[src/rtl/credit_accumulator.sv]
// Vending machine credit register: saturating coin accumulator, vend/cancel
// controller and change payout over a valid/ready handshake.
module credit_accumulator #(
    parameter int SUM_W      = 8,
    parameter int MAX_CREDIT = (1 << SUM_W) - 1,
    parameter int CHG_UNIT   = 1
) (
    input  logic             i_clk,
    input  logic             i_rst,
    input  logic             i_coin_vld,
    input  logic [SUM_W-1:0] i_coin_val,
    input  logic [SUM_W-1:0] i_price,
    input  logic             i_vend_req,
    input  logic             i_cancel,
    input  logic             i_chg_rdy,
    output logic [SUM_W-1:0] o_sum,
    output logic             o_coin_acc,
    output logic             o_coin_rej,
    output logic             o_dispense,
    output logic             o_short,
    output logic             o_chg_vld,
    output logic [SUM_W-1:0] o_chg_amt,
    output logic             o_busy
);

    typedef enum logic [1:0] {
        ST_IDLE   = 2'd0,
        ST_VEND   = 2'd1,
        ST_CHANGE = 2'd2
    } state_t;

    localparam logic [SUM_W:0] LP_MAX = (SUM_W + 1)'(MAX_CREDIT);

    // A token can never exceed the credit held, so clamping here is lossless.
    localparam int LP_CHG_I = (CHG_UNIT > MAX_CREDIT) ? MAX_CREDIT : CHG_UNIT;
    localparam logic [SUM_W-1:0] LP_CHG = SUM_W'(LP_CHG_I);

    state_t           r_state;
    logic [SUM_W-1:0] r_sum;
    logic             r_coin_acc;
    logic             r_coin_rej;
    logic             r_dispense;
    logic             r_short;
    logic             r_chg_vld;
    logic [SUM_W-1:0] r_chg_amt;
    logic             r_busy;

    state_t           w_state_nxt;
    logic [SUM_W-1:0] w_sum_nxt;
    logic             w_acc;
    logic             w_rej;
    logic             w_short;
    logic [SUM_W:0]   w_coin_sum;
    logic [SUM_W-1:0] w_chg_amt_nxt;

    function automatic logic [SUM_W-1:0] f_token(input logic [SUM_W-1:0] a);
        f_token = (a < LP_CHG) ? a : LP_CHG;
    endfunction

    // Extra bit keeps the saturation test free of wraparound.
    assign w_coin_sum = {1'b0, r_sum} + {1'b0, i_coin_val};

    always_comb begin
        w_state_nxt = r_state;
        w_sum_nxt   = r_sum;
        w_acc       = 1'b0;
        w_rej       = 1'b0;
        w_short     = 1'b0;
        case (r_state)
            ST_IDLE: begin
                if (i_cancel) begin
                    w_rej = i_coin_vld;
                    if (r_sum != '0) begin
                        w_state_nxt = ST_CHANGE;
                    end
                end else if (i_vend_req) begin
                    w_rej = i_coin_vld;
                    if (r_sum >= i_price) begin
                        w_sum_nxt   = r_sum - i_price;
                        w_state_nxt = ST_VEND;
                    end else begin
                        w_short = 1'b1;
                    end
                end else if (i_coin_vld) begin
                    if (w_coin_sum <= LP_MAX) begin
                        w_sum_nxt = w_coin_sum[SUM_W-1:0];
                        w_acc     = 1'b1;
                    end else begin
                        w_rej = 1'b1;
                    end
                end
            end
            ST_VEND: begin
                w_rej       = i_coin_vld;
                w_state_nxt = (r_sum != '0) ? ST_CHANGE : ST_IDLE;
            end
            ST_CHANGE: begin
                w_rej = i_coin_vld;
                if (i_chg_rdy) begin
                    w_sum_nxt = r_sum - r_chg_amt;
                    if (r_sum == r_chg_amt) begin
                        w_state_nxt = ST_IDLE;
                    end
                end
            end
            default: begin
                w_state_nxt = ST_IDLE;
            end
        endcase
    end

    always_comb begin
        w_chg_amt_nxt = '0;
        if (w_state_nxt == ST_CHANGE) begin
            w_chg_amt_nxt = f_token(w_sum_nxt);
        end
    end

    always_ff @(posedge i_clk) begin
        if (i_rst) begin
            r_state    <= ST_IDLE;
            r_sum      <= '0;
            r_coin_acc <= 1'b0;
            r_coin_rej <= 1'b0;
            r_dispense <= 1'b0;
            r_short    <= 1'b0;
            r_chg_vld  <= 1'b0;
            r_chg_amt  <= '0;
            r_busy     <= 1'b0;
        end else begin
            r_state    <= w_state_nxt;
            r_sum      <= w_sum_nxt;
            r_coin_acc <= w_acc;
            r_coin_rej <= w_rej;
            r_dispense <= (w_state_nxt == ST_VEND);
            r_short    <= w_short;
            r_chg_vld  <= (w_state_nxt == ST_CHANGE);
            r_chg_amt  <= w_chg_amt_nxt;
            r_busy     <= (w_state_nxt != ST_IDLE);
        end
    end

    assign o_sum      = r_sum;
    assign o_coin_acc = r_coin_acc;
    assign o_coin_rej = r_coin_rej;
    assign o_dispense = r_dispense;
    assign o_short    = r_short;
    assign o_chg_vld  = r_chg_vld;
    assign o_chg_amt  = r_chg_amt;
    assign o_busy     = r_busy;

endmodule

[config.mk]
export PLATFORM = sky130hd
export DESIGN_NAME = credit_accumulator
export DESIGN_NICKNAME = d
export VERILOG_FILES = /design/src/rtl/credit_accumulator.sv
export SDC_FILE = /design/constraint.sdc
export NUM_CORES = 1
export LEC_CHECK = 0
export ABC_CLOCK_PERIOD_IN_PS = 8820
export CAP_MARGIN = 20
export CORE_ASPECT_RATIO = 0.6
export CORE_MARGIN = 5
export CORE_UTILIZATION = 57
export DETAILED_ROUTE_END_ITERATION = 10
export PLACE_DENSITY = 0.95
export SLEW_MARGIN = 40
export SYNTH_ARGS = -nofsm -noshare
export SYNTH_HDL_FRONTEND = slang
export SYNTH_SLANG_ARGS = --single-unit
[constraint.sdc]
create_clock -name i_clk -period 8.82 [get_ports i_clk]
set_clock_uncertainty 0.2 [all_clocks]
set_input_delay 1.764 -clock i_clk [delete_from_list [all_inputs] [get_ports i_clk]]
set_output_delay 1.764 -clock i_clk [all_outputs]
set_load 0.03 [all_outputs]
[Yosys cells after proc, flatten, opt, wreduce, memory -nomap -nowiden]
Index checks and enable logic that the tools add are counted.
Word-level totals
  word-level logic and storage cells: 57
  memory bits (writable): 0
  input bits: 22
  bits in latches: 0
  memories: 0
  output and inout port bits: 22
  ROM bits: 0
  register bits after elaboration: 24
Operators by class
  shift operators: 0
  order comparisons: 3
  add/sub/neg operators: 3
  muxes and demuxes: 23
  bitwise operators: 5
  divide/modulo/power cells: 0
  equality and inequality tests: 5
  reductions and logical operators: 8
  multipliers: 0
Operator list (number)
  two-way mux 8 bit: 6
  case mux 8 bit (2 select lines): 1
  subtractor 8 bit: 2
  two-way mux 2 bit: 7
  adder 8 x 8 -> 9 bit: 1
  less-or-equal comparator 9 x 8 -> 1 bit, second input constant: 1
  equality test 8 bit: 1
  >= comparator 8 bit: 1
  less-than comparator 8 x 1 -> 1 bit, second input constant: 1
  nonzero test 8 bit: 1
  two-way mux 1 bit: 7
  case mux 2 bit (3 select lines): 1
  NOT 1 bit: 5
  OR reduction 5 bit: 1
  equality test 2 x 1 -> 1 bit, second input constant: 2
  equality test 2 bit, second input constant: 2
  OR reduction 2 bit: 2
  OR reduction 4 bit: 1
  OR reduction 3 bit: 1
  zero test 2 bit: 1
  case mux 1 bit (2 select lines): 1
  nonzero test 2 bit: 1

[Logic depth before layout (Yosys ltp)]
  depth in word-level cells: 10
  mapped depth: 13
  mapped depth without buffers: 13

[Worst setup path before layout]
Ideal clock, no wire load.
  path kind: in2reg
  from: input port i_price[0]
  to: register r_chg_amt[0], in the netlist o_chg_amt[0]
  setup slack: 4464 ps
  path buffers: 0
  stages: 12
  data required time: 8483 ps
  library setup time: 137 ps
  arrival time: 4019 ps
  cells stage by stage: ha_1 inv_1 fa_1 a211oi_2 o21ai_2 a2111oi_4 a21oi_2 o221a_1 a222oi_1 nand2_1 nor4_2 a41oi_1
Between the ends
  word-level cells in the longest chain between the ends: 8
  elaborated cells on any way between the ends: 15
  classes of those cells: add/sub: 1; order compare: 2; eq/ne: 1; mux: 9; bitwise: 1; reduce/logical: 1
Ends and longest elaborated chain
  start: declaration: RTL line 12  | input logic [SUM_W-1:0] i_price,
  parallel branches: the longest is 8 deep, another holds subtractor 8 bit
  end signal: assignment: RTL line 138  | r_chg_amt <= w_chg_amt_nxt;
  end: declaration: RTL line 45  | logic [SUM_W-1:0] r_chg_amt;
Parallel ways; which one is timed is not known.
A chain may end at the register's enable or synchronous reset.

[Final worst setup path]
Ends and elaborated chain as after synthesis.

==> impl_summary.log <==
[metrics] post-synthesis cell type with the largest combined area: dfxtp_1
[metrics] Final Hold Fails: 0
[metrics] final critical-path required period: around 4.9 ns
[metrics] number of failing setup endpoints in the final timing report: 0
[metrics] sequential area share after synthesis: 0.214
[metrics] Worst Setup Start Kind: input pin
[metrics] cell at the slowest stage of the critical path: clkdlybuf4s50_1
[metrics] Gates resized, CTS repair: 0
[metrics] Least-Margin Pin Slew: 0.635 ns
[metrics] Worst EP arrival: ~5 ns
[metrics] Post-CTS Setup Bufs: 0
[metrics] tightest slew margin relative to the limit: 0.574
[metrics] fraction of layout instances using a drive strength above 1: 0.0581
[metrics] number of flops mapped to enable cells by yosys: 0
[metrics] pin count of the biggest net entering global routing: 15
[metrics] placement row count: 17
[metrics] total CTS buffers: 3
[metrics] CTS root buf: clkbuf_8
[metrics] Syn. warnings: 0
[metrics] count leader, synth: inv_1
[metrics] Vert. Die Dim: ~60 µm
[metrics] critical path class: in -> reg
[metrics] DRT iter0 DRCs: about 230
[metrics] Unique masters post-synth: 59
[metrics] delay of the slowest cell on the worst path: 0.47 ns
[metrics] final cell utilization of the core: 0.754
[metrics] number of filler cells placed in the layout: 284
[metrics] starting density of the core: 0.603
[metrics] worst hold path depth: 2
[metrics] top cell type's share of synthesized area: 0.214
[metrics] final design area excluding fillers: 2810 µm²
[metrics] cell area after synthesis: roughly 2200 µm²
[metrics] Die Span X: between 90 and 100 µm
[metrics] area of the core: roughly 3700 µm²
[metrics] number of design rule violations left after detail routing: 0
[metrics] part of the cycle the worst path needs: 0.561
[metrics] via density per instance: between 6 and 7
[metrics] wire length of the first global-routing pass: roughly 11000 µm
[metrics] RSZ-0062 raised after global routing: false
[metrics] diodes inserted: 0
[metrics] Worst-Skew Late Latency: between 0.2 and 0.3 ns
[metrics] detailed placer's ending HPWL: 5170 µm
[metrics] worst hold path class: reg -> reg
[metrics] FMAX: a little over 200 MHz
[metrics] leakage power figure: between 1 and 1.5 nW
[metrics] type of element capturing the critical path: flop
[metrics] sink count of the clock tree: 24
[metrics] vias in the first global route: approximately 2200
[metrics] Buffers on Ports: between 40 and 50
[metrics] total routing resource utilization after global routing: 0.246
[metrics] ordered cell list for the critical path: clkdlybuf4s50_1, ha_1, inv_1, fa_1, a211oi_2, o21ai_2, a2111oi_4, a21oi_2, o221a_1, a222oi_1, nand2_1, nor4_2, a41oi_1
[metrics] hold bufs inserted after CTS: 0
[metrics] Die Outline Area: 5330 µm²
[metrics] global placer's final weighted congestion: a little under 1
[metrics] clock edge transition at the registers on the reported setup and hold paths: ~0.090 ns
[metrics] clock tree from TritonCTS: done
[metrics] most used flip-flop cell after synthesis: dfxtp_1
[metrics] outcome: completed
[metrics] antenna violation net count after detailed routing: 0
[metrics] total power per unit cell area: approximately 300 nW/µm²
[metrics] number of placed I/O pins: 44
[metrics] Max VDD drop: 0.194 mV
[metrics] top cells by area, synth: dfxtp_1, ha_1, inv_1
[metrics] synthesized flop and latch total: 24
[metrics] highest fanout seen on the critical path: 4
[metrics] Pre-Repair DR Iteration Count: 6
[metrics] via total after detailed routing: 2280
[metrics] mean routed wirelength per cell: 17.6 µm
[metrics] Routed Wire Length: between 6000 and 7000 µm
[metrics] cell area reported after detailed placement: approximately 2700 µm²
[metrics] Total Negative Setup Slacks: 0 ns
[metrics] area delta synth->final: 25.0%
[metrics] clock buffer depth: 2
[metrics] cell count after synthesis: between 200 and 300
[metrics] sum of overflow across all layers after global routing: 0
[metrics] initial antenna violation count: 0
[metrics] number of levels the H-tree was split into: 1
[metrics] ys async rst share: 0
[metrics] number of slew-limit violations in the final report: 0
[metrics] Worst Reg-to-Reg Cells: 13
[metrics] total number of nets in the final design: 380
[metrics] top cells by instance count after synthesis: inv_1, nor2_1, ha_1
[metrics] worst path required time: slightly below 9 ns
[metrics] average cell area after synthesis: approximately 8.0 µm²
[metrics] MaxCap Viol Count: 0
==> path summary, 6_finish.rpt <==
kind                                 start      endpoint  slack, ns
worst max register to register    o_sum[0]  o_chg_amt[0]       5.28
worst min register to register  r_state[1]    o_dispense       0.46
worst max-delay path            i_price[0]  o_chg_amt[0]       3.87
worst min-delay path            r_state[1]    o_dispense       0.46
==> registers in the layout (all words and copies together), names as in the netlist <==
signal / cells
o_busy: 1
o_chg_amt: 8
o_chg_vld: 1
o_coin_acc: 1
o_coin_rej: 1
o_dispense: 1
o_short: 1
o_sum: 8
r_state: 2
==> routing by layer <==
| layer | vias up | routed length, µm | part of all wire | track usage |
|---|---|---|---|---|
| li1 | 1107 | - | - | - |
| met1 | 1012 | 3010 | 0.46 | 0.359 |
| met2 | 145 | 2620 | 0.40 | 0.357 |
| met3 | 16 | 840 | 0.13 | 0.0741 |
| met4 | 0 | 111 | 0.017 | 0.0523 |
| met5 | - | 0 | 0 | 0 |
==> logic make-up after synthesis <==
family	synth area share
AO/OA/AOI/OAI	0.292
buffers and inverters	0.0619
XOR/XNOR	0.0546
flip-flops	0.214
AND/OR/NAND/NOR	0.170
multiplexers	0.0290
adder cells (fa/ha/maj)	0.177
other	0.00167
==> where the power goes <==
part	total [mW]	internal (mW)	switching, mW
Sequential	0.184	0.134	0.0508
Combinational	0.570	0.243	0.327
Clock	0.0990	0.0608	0.0382
Total	0.854	0.438	0.416
==> layout make-up <==
| cell class | count | area (µm²) | area share |
|---|---|---|---|
| sequential | 24 | 480 | 0.171 |
| clock inverter | 1 | 30.0 | 0.0107 |
| clock buffer | 3 | 41.3 | 0.0147 |
| timing repair buffer | 43 | 430 | 0.153 |
| inverter | 31 | 116 | 0.0415 |
| tap | 47 | 58.8 | 0.0210 |
| multi-input combinational | 225 | 1650 | 0.587 |
==> placed cells by master (no fill, tap or decap), types with 3 or more instances in the layout <==
| cell type | count |
|---|---|
| mux2_2 | 4 |
| o21bai_1 | 3 |
| dfxtp_1 | 24 |
| clkbuf_8 | 3 |
| xnor2_1 | 6 |
| o21a_1 | 4 |
| o21ai_0 | 14 |
| nor2_1 | 29 |
| a21oi_1 | 20 |
| a31oi_1 | 3 |
| o31ai_1 | 3 |
| xor2_1 | 8 |
| ha_1 | 27 |
| nor2b_1 | 4 |
| inv_1 | 31 |
| clkdlybuf4s50_1 | 43 |
| nand2b_1 | 5 |
| a21o_1 | 7 |
| nand2_1 | 15 |
| fa_1 | 3 |
| nand3_1 | 7 |
| nor3_1 | 4 |
| conb_1 | 7 |
| a211oi_1 | 6 |
==> stage by stage <==
stage | instances | worst slack [ns] | total power, mW | hold slack [ns]
final | 374 | 3.87 | 0.854 | 0.463
after CTS | 374 | 3.94 | 0.839 | 0.465
after global placement | 370 | 3.84 | 0.729 | 0.456
after detailed placement | 370 | 3.64 | 0.738 | 0.448
after floorplan | 286 | 4.46 | 0.578 | 0.393
after global routing | 374 | 3.76 | 0.908 | 0.520
==> worst max-delay path: cells and delay by family <==
kind / cells / cell delay (ns)
adder cells (fa/ha/maj): 2 / 0.58
AND/OR/NAND/NOR: 2 / 0.31
buffers and inverters: 2 / 0.53
AO/OA/AOI/OAI: 7 / 1.72
Note: power is estimated with default switching activity, not from simulation.
